[config.mk]
export PLATFORM = sky130hd
export DESIGN_NAME = twf0_1_sched
export DESIGN_NICKNAME = d
export VERILOG_FILES = /design/src/rtl/twf0_1_sched.sv
export SDC_FILE = /design/constraint.sdc
export NUM_CORES = 1
export LEC_CHECK = 0
export CAP_MARGIN = 40
export CORE_UTILIZATION = 39
export DETAILED_ROUTE_END_ITERATION = 16
export HOLD_SLACK_MARGIN = 0.06
export PLACE_DENSITY = 0.83
export SLEW_MARGIN = 30
export SYNTH_ARGS = -nofsm -noshare
export SYNTH_HDL_FRONTEND = slang
export SYNTH_SLANG_ARGS = --single-unit
export TNS_END_PERCENT = 5
[constraint.sdc]
create_clock -name clk -period 1.9 [get_ports clk]
set_input_delay 0.285 -clock clk [delete_from_list [all_inputs] [get_ports clk]]
set_output_delay 0.285 -clock clk [all_outputs]
set_load 0.02 [all_outputs]
[src/rtl/twf0_1_sched.sv]
`default_nettype none
// ============================================================================
//  Module   : twf0_1_sched
//  Purpose  : Stage-0/1 twiddle-factor fetch sequencer for the 512-point FFT.
//             Steps the group index into a 1-cycle registered ROM bank and
//             presents each group to the multiplier over valid/ready.
//  Revision : 1.0  initial release
// ============================================================================
module twf0_1_sched #(
  parameter int NUM_GRP = 32,
  parameter int GRP_W   = 5
) (
  input  logic             clk,
  input  logic             rstn,
  input  logic             start,
  input  logic             abort,
  output logic [GRP_W-1:0] grp_idx,
  output logic             tw_valid,
  input  logic             tw_ready,
  output logic [GRP_W-1:0] tw_grp,
  output logic             tw_last,
  output logic             busy,
  output logic             done
);

  typedef enum logic [1:0] {
    S_IDLE  = 2'd0,
    S_PRIME = 2'd1,
    S_RUN   = 2'd2,
    S_DONE  = 2'd3
  } state_t;

  localparam logic [GRP_W-1:0] c_LAST = GRP_W'(NUM_GRP - 1);

  state_t           r_state;
  state_t           w_state_nxt;
  logic [GRP_W-1:0] r_cnt;
  logic [GRP_W-1:0] w_cnt_nxt;
  logic             w_fire;
  logic             w_last;

  assign w_fire = (r_state == S_RUN) && tw_ready;
  assign w_last = (r_cnt == c_LAST);

  // Look one group ahead on an accepted beat so the ROM register lands on the
  // next cnt value; on a stall it re-reads cnt, keeping the ROM output stable.
  assign grp_idx  = (w_fire && !w_last) ? r_cnt + GRP_W'(1) : r_cnt;
  assign tw_grp   = r_cnt;
  assign tw_valid = (r_state == S_RUN);
  assign tw_last  = (r_state == S_RUN) && w_last;
  assign busy     = (r_state == S_PRIME) || (r_state == S_RUN);
  assign done     = (r_state == S_DONE);

  always_ff @(posedge clk or negedge rstn) begin
    if (!rstn) begin
      r_state <= S_IDLE;
      r_cnt   <= '0;
    end else begin
      r_state <= w_state_nxt;
      r_cnt   <= w_cnt_nxt;
    end
  end

  always_comb begin
    w_state_nxt = r_state;
    w_cnt_nxt   = r_cnt;
    case (r_state)
      S_IDLE: begin
        w_cnt_nxt = '0;
        if (start) w_state_nxt = S_PRIME;
      end
      S_PRIME: begin
        w_state_nxt = S_RUN;
      end
      S_RUN: begin
        if (w_fire) begin
          if (w_last) begin
            w_cnt_nxt   = '0;
            w_state_nxt = S_DONE;
          end else begin
            w_cnt_nxt = r_cnt + GRP_W'(1);
          end
        end
      end
      S_DONE: begin
        w_cnt_nxt   = '0;
        w_state_nxt = S_IDLE;
      end
      default: begin
        w_cnt_nxt   = '0;
        w_state_nxt = S_IDLE;
      end
    endcase
    if (abort) begin
      w_state_nxt = S_IDLE;
      w_cnt_nxt   = '0;
    end
  end

endmodule
`default_nettype wire

==> results of run 1 <==
critical path, cell delays in order (launching register included):
cell,delay [ps]
dfrtp_2,420
ha_4,160
and3_4,180
ha_4,150
nand3b_1,220
buf_6,180
buf_6,110
xnor2_2,110
buf_4,150
routing by layer:
metal | global-route usage | part of all wire | vias up
met2 | 0.3750 | 0.50 | 6
met5 | 0 | 0 | -
met3 | 0 | 0.013 | 0
met4 | 0.07759 | 0 | 0
met1 | 0.3088 | 0.48 | 277
li1 | - | - | 290
power breakdown:
group | switching, mW | internal (mW) | total, mW
Sequential | 0.0203 | 0.181 | 0.201
Clock | 0.0456 | 0.0795 | 0.125
Combinational | 0.315 | 0.290 | 0.605
Total | 0.381 | 0.550 | 0.932
final timing paths:
path | endpoint | slack (ps) | depth (start not counted)
worst max-delay path | grp_idx[0] | -310 | 8
worst min-delay path | tw_grp[2]$_DFFE_PN0P_ | 280 | 1
worst max register to register | tw_grp[2]$_DFFE_PN0P_ | 0 | 6
worst min register to register | tw_grp[3]$_DFFE_PN0P_ | 700 | 2
max in group asynchronous | tw_grp[1]$_DFFE_PN0P_ | 1380 | 1
min in group clk | tw_grp[3]$_DFFE_PN0P_ | 700 | 2
cell usage after synthesis:
library cell	number
nand2_1	2
mux2_1	2
nor3_1	1
o2bb2ai_1	1
or3b_4	1
ha_1	7
xnor2_1	1
a22o_1	1
and3_1	2
a2111oi_4	1
mux2i_1	1
dfrtp_1	7
and2_1	2
nand3_1	5
nor2b_1	1
a211o_1	1
o21ba_1	1
o21ai_0	2
xor2_1	2
nand3b_1	1
nor3b_1	1
inv_1	5
o31ai_1	2
nand2b_1	2
a21oi_1	2
nor2_1	5
repair_timing:
| action | CTS | global route |
|---|---|---|
| setup endpoints to repair | 9 | 7 |
| pin swaps | 6 | 2 |
| cloned | 0 | 0 |
| resized for setup | 39 | 3 |
| setup buffers | 3 | 0 |
flip-flops by register name (all words and copies together), names as in the netlist:
register,cells
r_state,2
tw_grp,5
final cells by class:
| cell class | instances | area, µm² | share of cell area |
|---|---|---|---|
| clock buffer | 4 | 26.28 | 0.02609 |
| multi-input combinational | 47 | 444.2 | 0.4410 |
| timing repair buffer | 36 | 321.6 | 0.3193 |
| tap | 15 | 18.77 | 0.01863 |
| sequential | 7 | 177.7 | 0.1764 |
| inverter | 5 | 18.77 | 0.01863 |
kinds of logic after synthesis:
family	synth area share
muxes	0.05752
AOI/OAI and AO/OA	0.1748
DFF	0.3097
and+or+nand+nor	0.2234
xor gates and xnor gates	0.04647
adders and majority gates	0.1549
buffers and inverters	0.03319
metrics by stage:
step	power, mW	hold slack (ps)
after floorplan	0.5397	-10.59
after global placement	0.7860	543.1
after detailed placement	0.7982	542.9
after CTS	0.9358	278.9
after global routing	1.016	317.2
final	0.9317	283.9
==> flow_metrics.py, run 1 <==
metrics = {
    "outcome": {
        "outcome": "complete, but fails checks",
        "violations": "negative setup slack",
    },
    "placement": {
        "place_area_um2": 937.1,
        "dp_slack_ps": -550.1,
        "place_hpwl_um": 1126,
        "gp_congestion": 0.7716,
        "post-place-cells": 107,
        "io_buffer_count": 18,
    },
    "pwr": {
        "power_density_nw_per_um2": 925.0,
        "p_leak_nw": 0.4816,
        "ir_worst_vdd_v": 0.0007441,
    },
    "routing": {
        "drt_pre_antenna_iters": 4,
        "drt_wl_total_um": 1459,
        "wl_per_cell_um": 12.80,
        "dr_total_vias": 573,
        "viasPerCell": 5.026,
        "ant_nets": 0,
        "drtIter0Drc": 8,
        "drc": 0,
    },
    "clocking": {
        "cts_root_buffer": "clkbuf_4",
        "cts_tree": "yes",
        "clock_path_buffers": 2,
        "htree_levels": 1,
        "cts_hold_buffers": 0,
        "clock-sinks": 7,
        "numCtsBuffers": 3,
        "clk_pin_slew_ps": 50,
        "clock_latency_ps": 240,
    },
    "sta": {
        "layout_setup_ws_ps": -307.1,
        "finalSetupViolCount": 5,
        "setup_tns_ps": -1321,
        "rsz0062_at_grt": "true",
        "fmax_ghz": 0.4531,
        "tightest_slew_ps": 272.1,
        "min_period_ps": 2207,
        "hold_violations": 0,
        "finalMaxSlewViolations": 0,
        "post-route-period-util": 1.162,
        "worst_clock_skew_ps": 2.034,
        "relSlewSlack": 0.8170,
    },
    "floorplanning": {
        "die_y_um": 40.08,
        "rows": 13,
        "dieArea_um2": 1606,
        "initial_core_util": 0.4292,
        "die_w_um": 40.08,
        "io_pins": 19,
        "core_um2": 1318,
    },
    "critical_path": {
        "critical_path_class": "reg -> out",
        "start_kind": "register",
        "startpoint": "tw_grp[0]$_DFFE_PN0P_",
        "r2r_start": "tw_grp[0]$_DFFE_PN0P_",
        "crit_required_ps": 1620,
        "end_kind": "output pin",
        "arrival_ps": 1920,
        "critPathMaxFanout": 4,
    },
    "yosys": {
        "synthCells": 59,
        "syn_avg_cell_area_um2": 9.585,
        "yosys.area.top_type": "dfrtp_1",
        "yosys-top-cells-area": "dfrtp_1 (31%), ha_1 (15%), a2111oi_4 (4.9%), nand3_1 (4.4%), mux2_1 (4.0%)",
        "netlist_area_um2": 565.5,
        "yosysTopAreaCellShare": 0.3097,
        "ys_ff_latch": 7,
        "syn-num-nets": 71,
        "ys_types": 26,
        "seq_area_frac_synth": 0.3097,
        "ys_warn_count": 0,
    },
    "run": {
        "maxCapViolCount": 0,
    },
    "layout": {
        "area_growth_pct": 78.10,
        "final_layout_size_suffix_gt1_frac": 0.4242,
        "nets": 112,
        "stdcell_area_um2": 1007,
        "fin_util": 0.7645,
        "nFillCells": 77,
        "n_antenna_cell": 0,
        "final_cells": 114,
        "layout_common_cells": "buf_4 (16), clkdlybuf4s50_1 (10), buf_6 (7)",
        "final_common_cell": "buf_4",
    },
    "grt": {
        "grt_pass1_vias": 550,
        "track_usage": 0.2227,
        "grt_max_degree": 8,
        "antenna_found_initial": 0,
        "grt_pass1_wl_um": 2366,
        "grt_remaining_overflow": 0,
    },
    "hold_path": {
        "hp-class": "in -> async",
    },
}
No activity file was read; power rests on OpenSTA's default activity.
==> inputs of run 2 (changes only) <==
CAP_MARGIN = 20   (was 40)
CORE_UTILIZATION = 41   (was 39)
CTS_BUF_LIST = sky130_fd_sc_hd__clkbuf_8   (was default)
PLACE_DENSITY = 0.86   (was 0.83)
==> run 2 against run 1 <==
  * The run still ends with negative setup slack left
  * Via count increased by 14%
  * Hold slack improved by 35 ps
  * Clock power up 69%
  * Sequential cell count stayed put
  * Register-to-register slack worse by 110 ps
  * Sequential share of layout area shrank 1.6 points
  * Global-route usage grew 3.0 points
  * Fmax fell by 3.1%
  * Critical path type unchanged
  * Largest power group unchanged
==> flow_metrics.py, run 2 (synthesized netlist as in run 1, its figures left out) <==
metrics = {
    "sta": {
        "layout_setup_ws_ps": -377.3,
        "relSlewSlack": 0.7842,
        "holdWs_ps": 319.3,
        "fmax_ghz": 0.4391,
        "min_period_ps": 2277,
        "finalSetupViolCount": 7,
        "finalMaxSlewViolations": 0,
        "rsz0062_at_grt": "true",
        "worst_clock_skew_ps": 2.417,
        "tightest_slew_ps": 322.6,
        "hold_violations": 0,
        "post-route-period-util": 1.199,
    },
    "critical_path": {
        "critical_path_class": "reg -> out",
        "critPathMaxFanout": 4,
        "end_kind": "output pin",
        "start_kind": "register",
        "crit_required_ps": 1620,
        "rrSetupSlack_ps": -110,
        "crit_family": "simple AND/OR/NAND/NOR gates",
        "critPathSlowestCell": "dfrtp_2",
        "arrival_ps": 1990,
        "max_stage_delay_ps": 420,
        "critical_path_buf_inv_count": 2,
        "crit_chain": "ha_4 -> and3_4 -> ha_4 -> nand3b_1 -> buf_4 -> nor2_4 -> xor2_2 -> buf_4",
    },
    "pwr": {
        "sequentialPowerShare": 0.190,
        "p_switching_mw": 0.4351,
        "p_int_mw": 0.6372,
        "ir_worst_vdd_v": 0.0007399,
        "clockPowerShare": 0.197,
        "combPwrFrac": 0.614,
        "p_leak_nw": 0.5439,
        "p_sw_frac": 0.4057,
        "power_density_nw_per_um2": 969.4,
    },
    "clocking": {
        "numCtsBuffers": 3,
        "clock-sinks": 7,
        "clock_latency_ps": 230,
        "clk_pin_slew_ps": 40,
        "htree_levels": 1,
        "clock_path_buffers": 2,
        "cts_tree": "yes",
        "cts_root_buffer": "clkbuf_8",
        "cts_hold_buffers": 0,
    },
    "floorplanning": {
        "io_pins": 19,
        "rows": 13,
        "dieArea_um2": 1532,
        "core_um2": 1285,
        "initial_core_util": 0.4401,
        "die_w_um": 39.14,
        "die_y_um": 39.14,
    },
    "outcome": {
        "outcome": "complete, but fails checks",
        "violations": "negative setup slack",
    },
    "routing": {
        "drt_wl_total_um": 2058,
        "ant_nets": 0,
        "viasPerCell": 5.317,
        "drtIter0Drc": 17,
        "dr_total_vias": 654,
        "drt_pre_antenna_iters": 4,
        "wl_per_cell_um": 16.73,
        "drc": 0,
    },
    "placement": {
        "place_hpwl_um": 1242,
        "place_area_um2": 959.7,
        "gp_congestion": 0.8175,
        "io_buffer_count": 18,
    },
    "layout": {
        "fin_util": 0.8608,
        "n_antenna_cell": 0,
        "area_growth_pct": 95.58,
        "stdcell_area_um2": 1106,
        "nets": 121,
        "final_common_cell": "buf_4",
        "largest_reg_flops": 5,
        "layout_common_cells": "buf_4 (26), clkdlybuf4s50_1 (10), buf_6 (6)",
        "final_layout_size_suffix_gt1_frac": 0.5093,
    },
    "grt": {
        "grt_pass1_wl_um": 2490,
        "grt_max_degree": 8,
        "track_usage": 0.2524,
        "grt_pass1_vias": 571,
        "antenna_found_initial": 0,
        "grt_remaining_overflow": 0,
    },
    "run": {
        "maxCapViolCount": 0,
    },
    "hold_path": {
        "hp-class": "in -> async",
    },
}
## run 2: cell types whose count changed in the layout (fill, tap and decap cells not counted), sizes merged
| cell | change |
|---|---|
| dlymetal6s2s | +1 |
| clkbuf | -1 |
| clkinv | +1 |
| buf | +9 |
| dlygate4sd2 | -1 |
## run 2: area by class of cell
cell class / instances / area [µm²]
clock buffers: 3 / 41.29
clock inverters: 1 / 5.005
fillers: 71 / 178.9
inverters: 5 / 18.77
multi-input cells: 47 / 455.4
flip-flops and latches: 7 / 177.7
well taps: 15 / 18.77
repair buffers: 45 / 389.1
## run 2: repair_timing
item	CTS	global route
setup endpoints to repair	7	9
pin swaps	2	5
resized for setup	30	15
cloned	0	0
setup buffers	4	5
## run 2: worst paths after layout
kind | from | end | cells past startpoint
max | tw_grp[0]$_DFFE_PN0P_ | grp_idx[2] | 8
min | rstn | tw_grp[3]$_DFFE_PN0P_ | 1
max reg2reg | tw_grp[0]$_DFFE_PN0P_ | tw_grp[2]$_DFFE_PN0P_ | 7
min reg2reg | tw_grp[3]$_DFFE_PN0P_ | tw_grp[3]$_DFFE_PN0P_ | 2
max in group asynchronous | rstn | tw_grp[0]$_DFFE_PN0P_ | 1
min in group clk | tw_grp[3]$_DFFE_PN0P_ | tw_grp[3]$_DFFE_PN0P_ | 2
## run 2: layer usage
layer  track usage  up-vias  wire length (µm)
met5             0        -                 0
met3       0.04046        8                96
li1              -      306                 -
met2        0.4167       29              1014
met1        0.3082      311               888
met4        0.1379        0                57
## run 2: through the flow
stage | setup TNS [ps] | worst slack, ps | instances | power [mW]
2_1_floorplan | -588.4 | -173.5 | 59 | 0.5397
3_3_place_gp | -2366 | -527.7 | 110 | 0.7842
3_5_place_dp | -2565 | -587.4 | 110 | 0.8011
4_1_cts | -1439 | -327.9 | 118 | 1.028
5_1_grt | -2270 | -435.7 | 123 | 1.132
6_report | -1787 | -377.3 | 123 | 1.072
## run 2: power by group through the flow
stage          registers (mW)  logic, mW  clock network (mW)
2_1_floorplan           0.238      0.302                   0
3_3_place_gp            0.201      0.583                   0
3_5_place_dp            0.205      0.597                   0
4_1_cts                 0.202      0.608               0.217
5_1_grt                 0.207      0.702               0.222
6_report                0.203      0.658               0.211
==> inputs of run 3 (changes only) <==
PLACE_DENSITY = 0.87   (was 0.86)
==> run 3 against run 2 <==
  * The run still ends with negative setup slack left
  * Sequential power barely moved
  * Combinational power fell by 11%
  * Total power fell by 8.0%
  * Clock power fell by 8%
  * Critical path depth fell by 1
  * Final cell count fell by 6.5%
  * Register-to-register slack improved by 140 ps
  * Fmax rose by 6.8%
  * Clock skew fell by 0.61 ps
  * Critical path type unchanged
  * Largest power group unchanged
==> flow_metrics.py, run 3 (synthesized netlist as in run 1, its figures left out) <==
metrics = {
    "hold_path": {
        "hp-class": "in -> async",
    },
    "sta": {
        "finalMaxSlewViolations": 0,
        "min_period_ps": 2132,
        "relSlewSlack": 0.8128,
        "hold_violations": 0,
        "fmax_ghz": 0.4691,
        "finalSetupViolCount": 5,
        "worst_clock_skew_ps": 1.805,
        "layout_setup_ws_ps": -232.0,
        "rsz0062_at_grt": "true",
        "post-route-period-util": 1.122,
        "tightest_slew_ps": 279.9,
    },
    "pwr": {
        "p_switching_mw": 0.3851,
        "ir_worst_vdd_v": 0.0007994,
        "p_sw_frac": 0.3904,
        "p_leak_nw": 0.5019,
        "clockPowerShare": 0.198,
        "power_density_nw_per_um2": 976.9,
        "sequentialPowerShare": 0.207,
        "p_int_mw": 0.6013,
        "combPwrFrac": 0.595,
    },
    "outcome": {
        "outcome": "complete, but fails checks",
        "violations": "negative setup slack",
    },
    "routing": {
        "ant_nets": 0,
        "drt_pre_antenna_iters": 4,
        "drc": 0,
        "dr_total_vias": 581,
        "wl_per_cell_um": 12.90,
        "viasPerCell": 5.052,
        "drtIter0Drc": 11,
        "drt_wl_total_um": 1483,
    },
    "clocking": {
        "cts_tree": "yes",
        "clock_latency_ps": 220,
        "htree_levels": 1,
        "numCtsBuffers": 3,
        "cts_root_buffer": "clkbuf_8",
        "clk_pin_slew_ps": 40,
        "cts_hold_buffers": 0,
        "clock-sinks": 7,
        "clock_path_buffers": 2,
    },
    "layout": {
        "final_layout_size_suffix_gt1_frac": 0.4200,
        "n_antenna_cell": 0,
        "area_growth_pct": 78.54,
        "fin_util": 0.7858,
        "regArea_um2": 177.7,
        "multi_input_area_um2": 435.4,
        "nets": 113,
        "largest_reg_flops": 5,
        "nFillCells": 93,
        "layout_common_cells": "buf_4 (22), clkdlybuf4s50_1 (10), inv_1 (6)",
        "final_common_cell": "buf_4",
    },
    "critical_path": {
        "crit_family": "flip-flops",
        "critical_path_class": "reg -> out",
        "max_stage_delay_ps": 420,
        "arrival_ps": 1850,
        "r2r_start": "tw_grp[0]$_DFFE_PN0P_",
        "critical_path_buf_inv_count": 2,
        "rrSetupSlack_ps": 30,
        "crit_required_ps": 1620,
        "ff2ff_path_depth": 6,
        "r2r_end": "tw_grp[2]$_DFFE_PN0P_",
        "startpoint": "tw_grp[0]$_DFFE_PN0P_",
        "crit_chain": "ha_4 -> and3_4 -> ha_4 -> nand3b_1 -> buf_4 -> xnor2_2 -> buf_4",
        "end_kind": "output pin",
        "critPathMaxFanout": 5,
        "start_kind": "register",
        "critPathSlowestCell": "dfrtp_2",
    },
    "grt": {
        "grt_pass1_wl_um": 2339,
        "track_usage": 0.2367,
        "grt_max_degree": 8,
        "grt_remaining_overflow": 0,
        "antenna_found_initial": 0,
        "grt_pass1_vias": 541,
    },
    "floorplanning": {
        "core_um2": 1285,
        "initial_core_util": 0.4401,
        "die_y_um": 39.14,
        "rows": 13,
        "dieArea_um2": 1532,
        "die_w_um": 39.14,
        "io_pins": 19,
    },
    "placement": {
        "dp_slack_ps": -488.0,
        "io_buffer_count": 18,
        "place_hpwl_um": 1211,
        "gp_congestion": 0.8312,
    },
    "run": {
        "maxCapViolCount": 0,
    },
}
run 3: how the worst max path moves through the flow:
| stage | to | slack (ps) | cells past startpoint |
|---|---|---|---|
| after floorplan | grp_idx[2] | -170 | 6 |
| after global placement | grp_idx[2] | -430 | 7 |
| after detailed placement | grp_idx[2] | -490 | 7 |
| after CTS | grp_idx[3] | -240 | 7 |
| after global routing | grp_idx[1] | -320 | 8 |
| final | grp_idx[0] | -230 | 7 |
run 3: power groups by stage:
stage	combinational (mW)	clock (mW)	sequential (mW)
after detailed placement	0.598	0	0.206
final	0.587	0.195	0.204
after floorplan	0.302	0	0.238
after global placement	0.582	0	0.203
after CTS	0.587	0.202	0.205
after global routing	0.637	0.211	0.207
run 3: layout make-up:
cell class | instances | area share
Inverter | 5 | 0.01859
Timing Repair Buffer | 37 | 0.3110
Sequential cell | 7 | 0.1760
Multi-Input combinational cell | 47 | 0.4312
Clock buffer | 3 | 0.04089
Clock inverter | 1 | 0.003717
Tap cell | 15 | 0.01859
run 3: repair_timing:
item / CTS / global route
cloned: 0 / 0
pin swaps: 6 / 1
resized for setup: 30 / 4
setup buffers: 2 / 0
endpoints found under the setup margin: 8 / 8
run 3: per-layer routing:
metal  vias to the layer above  GRT usage  share of wire
li1                        291          -              -
met1                       280     0.2903           0.47
met2                        10     0.3917           0.51
met3                         0    0.05202          0.016
met4                         0     0.1034              0
met5                         -          0              0
run 3: stage by stage:
step	hold slack, ps	cells	TNS, ps	area, µm²	power, mW
after floorplan	-10.59	59	-588.4	625.6	0.5397
after CTS	309.9	115	-1100	1006	0.9940
after global routing	327.4	115	-1531	1010	1.055
after detailed placement	550.7	109	-2369	952.2	0.8038
after global placement	545.6	109	-2041	952.2	0.7849
final	307.9	115	-1100	1010	0.9864
